==> src/rtl/bp_stall_prof_ctrl_if.sv <==
// Host-side command and read port of the stall-reason profiler controller.
// The master modport is the host; the slave modport is the controller.
interface bp_stall_prof_ctrl_if #(
   parameter int cnt_width_p    = 32,
   parameter int reason_width_p = 5
);
   logic                      cmd_v_i;
   logic [1:0]                cmd_i;
   logic [cnt_width_p-1:0]    cmd_window_i;
   logic                      cmd_ready_o;
   logic                      rd_v_i;
   logic [reason_width_p-1:0] rd_addr_i;
   logic                      rd_ready_o;
   logic                      rd_v_o;
   logic [cnt_width_p-1:0]    rd_data_o;
   logic                      rd_yumi_i;

   modport master (
      output cmd_v_i, cmd_i, cmd_window_i, rd_v_i, rd_addr_i, rd_yumi_i,
      input  cmd_ready_o, rd_ready_o, rd_v_o, rd_data_o
   );

   modport slave (
      input  cmd_v_i, cmd_i, cmd_window_i, rd_v_i, rd_addr_i, rd_yumi_i,
      output cmd_ready_o, rd_ready_o, rd_v_o, rd_data_o
   );
endinterface

==> src/rtl/bp_stall_prof_ctrl.sv <==
// Stall-reason counter bank controller: live counting, timed windows, clear sweep,
// snapshot to a shadow bank and host reads. Optional BP_STALL_PROF_OVERFLOW_EN adds ovf_o.
//
// state | meaning
// IDLE  | counters hold, commands accepted
// RUN   | counting enabled (when not frozen), optional window countdown
// CLEAR | sweeping one live counter per cycle, commands blocked
module bp_stall_prof_ctrl #(
   parameter int num_reasons_p  = 24,
   parameter int cnt_width_p    = 32,
   parameter int reason_width_p = 5
) (
   input  logic                      clk_i,
   input  logic                      reset_li,
   input  logic                      freeze_i,
   input  logic                      stall_v_i,
   input  logic [reason_width_p-1:0] stall_reason_i,
   input  logic                      instret_i,
   bp_stall_prof_ctrl_if.slave       bus,
   output logic [1:0]                state_o
`ifdef BP_STALL_PROF_OVERFLOW_EN
   ,
   output logic                      ovf_o
`endif
);

   localparam int num_cnt_lp = num_reasons_p + 2;
   localparam logic [reason_width_p-1:0] reasons_lp     = reason_width_p'(num_reasons_p);
   localparam logic [reason_width_p-1:0] instret_idx_lp = reason_width_p'(num_reasons_p);
   localparam logic [reason_width_p-1:0] cycles_idx_lp  = reason_width_p'(num_reasons_p + 1);
   localparam logic [reason_width_p-1:0] ovf_addr_lp    = reason_width_p'(num_reasons_p + 2);

   localparam logic [1:0] state_idle_lp  = 2'd0;
   localparam logic [1:0] state_run_lp   = 2'd1;
   localparam logic [1:0] state_clear_lp = 2'd2;

   localparam logic [1:0] cmd_start_lp = 2'd0;
   localparam logic [1:0] cmd_stop_lp  = 2'd1;
   localparam logic [1:0] cmd_clear_lp = 2'd2;
   localparam logic [1:0] cmd_snap_lp  = 2'd3;

   logic [1:0]                r_state;
   logic [1:0]                w_state_n;
   logic [cnt_width_p-1:0]    r_live   [num_cnt_lp];
   logic [cnt_width_p-1:0]    r_shadow [num_cnt_lp];
   logic [cnt_width_p-1:0]    r_window;
   logic [cnt_width_p-1:0]    w_window_n;
   logic                      r_auto_snap;
   logic [reason_width_p-1:0] r_clr_idx;
   logic                      r_rd_v;
   logic [cnt_width_p-1:0]    r_rd_data;

   logic                      w_cmd_ready;
   logic                      w_cmd_acc;
   logic                      w_count_en;
   logic                      w_win_expire;
   logic                      w_clear_start;
   logic                      w_snap_cmd;
   logic                      w_snap;
   logic                      w_rd_ready;
   logic                      w_rd_acc;
   logic [cnt_width_p-1:0]    w_rd_data;
   logic [reason_width_p-1:0] w_reason_idx;
   logic [num_cnt_lp-1:0]     w_inc;

   assign w_cmd_ready = (r_state != state_clear_lp);
   assign w_cmd_acc   = bus.cmd_v_i & w_cmd_ready;
   assign w_count_en  = (r_state == state_run_lp) & ~freeze_i;
   assign w_win_expire = w_count_en & (r_window == cnt_width_p'(1));
   assign w_snap      = w_snap_cmd | r_auto_snap;
   assign w_rd_ready  = ~r_rd_v | bus.rd_yumi_i;
   assign w_rd_acc    = bus.rd_v_i & w_rd_ready;

   assign bus.cmd_ready_o = w_cmd_ready;
   assign bus.rd_ready_o  = w_rd_ready;
   assign bus.rd_v_o      = r_rd_v;
   assign bus.rd_data_o   = r_rd_data;
   assign state_o         = r_state;

   // Out-of-range reason codes are folded into the "unknown" counter.
   always_comb begin
      w_reason_idx = (stall_reason_i >= reasons_lp) ? '0 : stall_reason_i;
      w_inc = '0;
      if (w_count_en) begin
         w_inc[cycles_idx_lp] = 1'b1;
         if (instret_i)
            w_inc[instret_idx_lp] = 1'b1;
         else if (stall_v_i)
            w_inc[w_reason_idx] = 1'b1;
      end
   end

   always_comb begin
      w_state_n     = r_state;
      w_window_n    = r_window;
      w_clear_start = 1'b0;
      w_snap_cmd    = 1'b0;
      if (w_count_en && (r_window != '0))
         w_window_n = r_window - cnt_width_p'(1);
      if (w_win_expire)
         w_state_n = state_idle_lp;
      if (w_cmd_acc) begin
         case (bus.cmd_i)
            cmd_start_lp: begin
               w_state_n  = state_run_lp;
               w_window_n = bus.cmd_window_i;
            end
            cmd_stop_lp:  w_state_n = state_idle_lp;
            cmd_clear_lp: begin
               w_state_n     = state_clear_lp;
               w_clear_start = 1'b1;
            end
            default:      w_snap_cmd = 1'b1;
         endcase
      end
      if ((r_state == state_clear_lp) && (r_clr_idx == cycles_idx_lp))
         w_state_n = state_idle_lp;
   end

   always_ff @(posedge clk_i or negedge reset_li) begin
      if (!reset_li) begin
         r_state     <= state_idle_lp;
         r_window    <= '0;
         r_auto_snap <= 1'b0;
         r_clr_idx   <= '0;
      end else begin
         r_state     <= w_state_n;
         r_window    <= w_window_n;
         r_auto_snap <= w_win_expire;
         if (w_clear_start)
            r_clr_idx <= '0;
         else if (r_state == state_clear_lp)
            r_clr_idx <= r_clr_idx + reason_width_p'(1);
      end
   end

   // The shadow copy uses pre-edge live values, so a same-cycle event is excluded.
   always_ff @(posedge clk_i or negedge reset_li) begin
      if (!reset_li) begin
         for (int i = 0; i < num_cnt_lp; i++) begin
            r_live[i]   <= '0;
            r_shadow[i] <= '0;
         end
      end else begin
         for (int i = 0; i < num_cnt_lp; i++) begin
            if ((r_state == state_clear_lp) && (r_clr_idx == reason_width_p'(i)))
               r_live[i] <= '0;
            else if (w_inc[i] && (r_live[i] != '1))
               r_live[i] <= r_live[i] + cnt_width_p'(1);
            if (w_snap)
               r_shadow[i] <= r_live[i];
         end
      end
   end

`ifdef BP_STALL_PROF_OVERFLOW_EN
   logic                      r_ovf;
   logic [reason_width_p-1:0] r_ovf_idx;
   logic [num_cnt_lp-1:0]     w_ovf_hit;
   logic [reason_width_p-1:0] w_ovf_first;

   // Lowest index wins when several counters saturate in the same cycle.
   always_comb begin
      w_ovf_first = '0;
      for (int i = 0; i < num_cnt_lp; i++)
         w_ovf_hit[i] = w_inc[i] & (r_live[i] == '1);
      for (int i = num_cnt_lp - 1; i >= 0; i--)
         if (w_ovf_hit[i])
            w_ovf_first = reason_width_p'(i);
   end

   always_ff @(posedge clk_i or negedge reset_li) begin
      if (!reset_li) begin
         r_ovf     <= 1'b0;
         r_ovf_idx <= '0;
      end else if (w_clear_start) begin
         r_ovf     <= 1'b0;
      end else if (!r_ovf && (|w_ovf_hit)) begin
         r_ovf     <= 1'b1;
         r_ovf_idx <= w_ovf_first;
      end
   end

   assign ovf_o = r_ovf;

   always_comb begin
      w_rd_data = '0;
      if (bus.rd_addr_i < ovf_addr_lp)
         w_rd_data = r_shadow[bus.rd_addr_i];
      else if ((bus.rd_addr_i == ovf_addr_lp) && r_ovf)
         w_rd_data = cnt_width_p'(r_ovf_idx);
   end
`else
   always_comb begin
      w_rd_data = '0;
      if (bus.rd_addr_i < ovf_addr_lp)
         w_rd_data = r_shadow[bus.rd_addr_i];
   end
`endif

   always_ff @(posedge clk_i or negedge reset_li) begin
      if (!reset_li) begin
         r_rd_v    <= 1'b0;
         r_rd_data <= '0;
      end else if (w_rd_acc) begin
         r_rd_v    <= 1'b1;
         r_rd_data <= w_rd_data;
      end else if (bus.rd_yumi_i) begin
         r_rd_v    <= 1'b0;
      end
   end

endmodule
==> src/flat_wrapper.sv <==
// flat-port wrapper written by rule: the top's interface ports become plain ports
module bp_stall_prof_ctrl_flat 
#(
   parameter int num_reasons_p  = 24,
   parameter int cnt_width_p    = 32,
   parameter int reason_width_p = 5
)
  (clk_i, reset_li, freeze_i, stall_v_i, stall_reason_i, instret_i, state_o, bus_cmd_v_i, bus_cmd_i, bus_cmd_window_i, bus_rd_v_i, bus_rd_addr_i, bus_rd_yumi_i, bus_cmd_ready_o, bus_rd_ready_o, bus_rd_v_o, bus_rd_data_o);
  bp_stall_prof_ctrl_if #(.cnt_width_p(cnt_width_p), .reason_width_p(reason_width_p)) bus_i ();
  input  logic clk_i;
  input  logic reset_li;
  input  logic freeze_i;
  input  logic stall_v_i;
  input  logic [reason_width_p-1:0] stall_reason_i;
  input  logic instret_i;
  output logic [1:0] state_o;
  input wire logic [$bits(bus_i.cmd_v_i)-1:0] bus_cmd_v_i;
  input wire logic [$bits(bus_i.cmd_i)-1:0] bus_cmd_i;
  input wire logic [$bits(bus_i.cmd_window_i)-1:0] bus_cmd_window_i;
  input wire logic [$bits(bus_i.rd_v_i)-1:0] bus_rd_v_i;
  input wire logic [$bits(bus_i.rd_addr_i)-1:0] bus_rd_addr_i;
  input wire logic [$bits(bus_i.rd_yumi_i)-1:0] bus_rd_yumi_i;
  output wire logic [$bits(bus_i.cmd_ready_o)-1:0] bus_cmd_ready_o;
  output wire logic [$bits(bus_i.rd_ready_o)-1:0] bus_rd_ready_o;
  output wire logic [$bits(bus_i.rd_v_o)-1:0] bus_rd_v_o;
  output wire logic [$bits(bus_i.rd_data_o)-1:0] bus_rd_data_o;
  assign bus_i.cmd_v_i = bus_cmd_v_i;
  assign bus_i.cmd_i = bus_cmd_i;
  assign bus_i.cmd_window_i = bus_cmd_window_i;
  assign bus_i.rd_v_i = bus_rd_v_i;
  assign bus_i.rd_addr_i = bus_rd_addr_i;
  assign bus_i.rd_yumi_i = bus_rd_yumi_i;
  assign bus_cmd_ready_o = bus_i.cmd_ready_o;
  assign bus_rd_ready_o = bus_i.rd_ready_o;
  assign bus_rd_v_o = bus_i.rd_v_o;
  assign bus_rd_data_o = bus_i.rd_data_o;
  bp_stall_prof_ctrl #(.num_reasons_p(num_reasons_p), .cnt_width_p(cnt_width_p), .reason_width_p(reason_width_p)) u_core (.clk_i(clk_i), .reset_li(reset_li), .freeze_i(freeze_i), .stall_v_i(stall_v_i), .stall_reason_i(stall_reason_i), .instret_i(instret_i), .bus(bus_i), .state_o(state_o));
endmodule
==> config.mk <==
export PLATFORM = sky130hd
export DESIGN_NAME = bp_stall_prof_ctrl_flat
export DESIGN_NICKNAME = d
export VERILOG_FILES = /design/src/rtl/bp_stall_prof_ctrl_if.sv /design/src/rtl/bp_stall_prof_ctrl.sv /design/src/flat_wrapper.sv
export SDC_FILE = /design/constraint.sdc
export NUM_CORES = 2
export LEC_CHECK = 0
export ABC_AREA = 1
export BUFFER_PORTS_ARGS = -buffer_cell sky130_fd_sc_hd__buf_2
export CORE_MARGIN = 5
export CORE_UTILIZATION = 58
export DETAILED_ROUTE_END_ITERATION = 10
export PLACE_DENSITY = 0.77
export SLEW_MARGIN = 20
export SYNTH_ARGS = -nofsm -noshare
export SYNTH_HDL_FRONTEND = slang
export SYNTH_SLANG_ARGS = --single-unit
==> constraint.sdc <==
create_clock -name clk_i -period 2 [get_ports clk_i]
set_input_delay 0 -clock clk_i [delete_from_list [all_inputs] [get_ports clk_i]]
set_output_delay 0 -clock clk_i [all_outputs]
set_load 0.005 [all_outputs]
==> results.py <==
metrics = {
    "status": {
        "status": "finished, violations left",
        "violations": "negative setup slack",
    },
    "cells_and_area": {
        "syn_to_final_growth_pct": 20.6,
        "layout_common_cells": "4026 x nand2_1, 1918 x nor2_1, 1737 x dfrtp_1",
        "drive_gt1_frac": 0.131,
        "nets": 15400,
        "fin_cells": 17700,
        "stdcell_area_mm2": 0.121,
        "final_common_cell": "nand2_1",
        "filler_cell_count": 14200,
    },
    "placed_design": {
        "numPlacedInstances": 17300,
        "place_area_mm2": 0.112,
        "hpwl_mm": 280,
        "portBuffers": 88,
        "gp_congestion": 1.07,
    },
    "hold_path": {
        "hold_path_class": "in2reg",
        "holdCritStartpoint": "freeze_i",
    },
    "pwr": {
        "power.density_mw_per_mm2": 900,
        "p_clk_frac": 0.360,
        "sw_frac_of_total": 0.317,
        "p_leak_nw": 55.5,
        "power.internal_mw": 74.1,
        "p_switching_mw": 34.4,
        "p_comb_frac": 0.204,
        "power_mw": 109,
        "p_seq_frac": 0.436,
        "ir_drop_v": 0.000991,
    },
    "floorplanning": {
        "initial_core_util": 0.583,
        "pin_count": 89,
        "die_w_um": 425,
        "rows": 152,
        "core_mm2": 0.172,
        "fp.dieH_um": 425,
        "dieArea_mm2": 0.181,
    },
    "synth": {
        "avgSynthCellArea_um2": 7.01,
        "synth_nets": 14400,
        "synth_edf_count": 0,
        "synth_ff_type": "dfrtp_1",
        "yosys_warnings": 0,
        "synthCells": 14300,
        "syn-cell-area_mm2": 0.100,
        "ys_seq_elements": 1737,
        "synth.distinct_cells": 47,
        "synth_seq_area_share": 0.435,
        "async_reset_ff_frac": 1.00,
    },
    "critical_path": {
        "worstPathCellList": "inv_2, nor2_4, nand2_4, nor3_4, buf_6, buf_6, nand2_4, buf_6, nor2_4, nand2_4, nand2_8, clkbuf_16, nand2_4, o21ai_1",
        "crit_type": "reg2reg",
        "critPathTopFamily": "simple AND/OR/NAND/NOR gates",
        "startpoint_type": "flop",
        "required_ns": 2.77,
        "crit_buf_inv": 5,
        "crit_arrival_ns": 2.98,
        "critPathMaxFanout": 6,
        "critPathCaptureType": "flop",
        "cp_slowest_cell": "dfrtp_1",
        "crit_path_start": "u_core.state_o[0]",
        "crit_top_cell": "nand2_4",
        "r2r-start": "u_core.state_o[0]",
        "slowest_delay_ns": 0.38,
    },
    "global_route": {
        "antenna_found_initial": 23,
        "grt_pass1_wl_mm": 572,
        "grt_max_degree": 93,
        "grt_use_total": 0.405,
        "grt_pass1_vias": 98800,
        "gr-total-overflow": 0,
    },
    "timing": {
        "fin_crit_sh": 1.11,
        "tightest_slew_ns": 0.805,
        "maxSlewHeadroom": 0.458,
        "fin_skew_ns": 0.0383,
        "setup_viol": 380,
        "fin_ws_ns": -0.216,
        "max_freq_mhz": 451,
        "fin_crit_ns": 2.22,
        "hold_viol_final": 0,
        "fin_tns_setup_ns": -20.71,
        "rsz0062_at_grt": "true",
        "slew_viol_final": 0,
    },
    "route": {
        "vias_per_cell": 5.87,
        "drc": 0,
        "first_iter_violations": 13200,
        "wl_per_cell_um": 21.1,
        "ant_nets": 0,
        "via_count": 104000,
        "dr.pass1.iters": 8,
        "routed_wirelength_mm": 374,
    },
    "clocking": {
        "clkTransAtPathRegs_ns": 0.06,
        "cts_tree": "built",
        "cts_sinks": 1737,
        "htreeDepth": 4,
        "root_buffer": "clkbuf_16",
        "numCtsBuffers": 191,
        "clockBufferDepth": 3,
        "clk_latency_ns": 0.87,
    },
    "flow_run": {
        "drv_cap": 0,
    },
}
==> what timing repair did <==
| item | 4_1_cts | 5_1_grt |
|---|---|---|
| hold buffers | 83 | 0 |
| setup buffers | 8 | 6 |
| endpoints found under the hold margin | 1903 | 0 |
| gates cloned | 6 | 12 |
| pin swaps | 11 | 47 |
| setup endpoints to repair | 856 | 1180 |
| resized for setup | 107 | 91 |
==> power by group through the flow <==
stage	sequential, mW	combinational, mW	clock (mW)
6_report	47.3	22.2	39.1
5_1_grt	47.8	24.2	40.8
4_1_cts	47.0	21.4	39.3
3_3_place_gp	47.2	20.1	0
3_5_place_dp	47.4	20.8	0
2_1_floorplan	45.7	12.5	0
==> final timing paths <==
check	endpoint	slack [ns]	cells after the start
max	u_core.r_live[595]	-0.22	14
min	u_core.r_live[225]	0.01	9
max reg2reg	u_core.r_live[595]	-0.22	14
min reg2reg	u_core.bus.rd_data_o[6]	0.48	2
max in group asynchronous	u_core.r_live[338]	0.83	4
min in group asynchronous	u_core.r_live[90]	0.50	4
==> cells by family after synthesis <==
group                      count (synthesis)  share of synthesized area
AOI/OAI and AO/OA                       1876                     0.0977
xor gates and xnor gates                 331                     0.0290
adders and majority gates                 36                    0.00450
buffers and inverters                   2018                     0.0824
DFF                                     1737                      0.435
muxes                                     64                    0.00714
and+or+nand+nor                         8207                      0.345
==> layer usage <==
metal	track usage	up-vias	share of wire
met3	0.0813	1426	0.088
met1	0.508	49200	0.38
met5	0	-	0.00021
li1	-	47900	-
met2	0.626	5568	0.45
met4	0.293	12	0.088
==> worst min-delay path, stage by stage <==
cell and delay, ns:
buf_2 0.14, nor2_4 0.05, nand2_4 0.10, nor3_4 0.06, nand2_2 0.12, nor2_2 0.08, buf_12 0.14, nand3_1 0.06
o21ai_1 0.06
==> through the flow <==
step,util,hold WS (ns),worst slack (ns)
2_1_floorplan,-,-0.296,0.0447
3_3_place_gp,0.650,-0.0652,-0.404
3_5_place_dp,0.650,-0.0589,-0.429
4_1_cts,0.699,0.00613,-0.138
5_1_grt,0.703,0.0128,-0.298
6_report,0.703,0.0147,-0.216
==> cell type report <==
type | instances | area [um^2] | area share
clock inverter | 75 | 1240 | 0.0103
multi-input combinational | 10500 | 48800 | 0.405
sequential | 1737 | 43500 | 0.360
antenna | 12 | 30.0 | 0.000249
tap | 2310 | 2890 | 0.0240
timing repair inverter | 2 | 18.8 | 0.000156
clock buffer | 270 | 5660 | 0.0469
inverter | 1410 | 5360 | 0.0444
timing repair buffer | 1413 | 13100 | 0.108
==> cells in the mapped netlist (4+ instances only) <==
library cell  number  area (um^2)
a21o_1             5         37.5
inv_1           1324         4970
nand4_1          272         1700
o21ai_1          266         1330
nor3b_1            4         30.0
nand2_4            6         67.6
nand2_1         4059        15200
dfrtp_1         1737        43500
nor2_2            22          138
nor2_4            16          180
mux2_2            59          664
o21ai_2            7         61.3
nand2_2           36          225
buf_6             18          203
ha_1              36          450
inv_2             81          304
buf_2            325         1630
buf_1             39          146
a21oi_1          751         3760
nand3_1         1321         6610
nor2_1          1943         7290
clkinv_1           4         15.0
nand3b_1          87          653
o21ai_0          697         3490
nor3_4             4         65.1
xnor2_1           74          648
buf_4             33          248
nor3_2             8         80.1
nor3_1           401         2010
or2_2             18          113
a31oi_1           46          288
o211ai_1          94          706
xor2_1           257         2250
clkbuf_1         193          724
mux2i_1            5         50.1
==> sequential cells by signal (all words and copies together) (netlist names) <==
signal and count:
u_core.bus.rd_v_o 1, u_core.r_shadow 832, u_core.state_o 2, u_core.r_clr_idx 5, u_core.r_live 832, u_core.bus.rd_data_o 32, u_core.r_auto_snap 1, u_core.r_window 32
No activity file was read; power rests on OpenSTA's default activity.
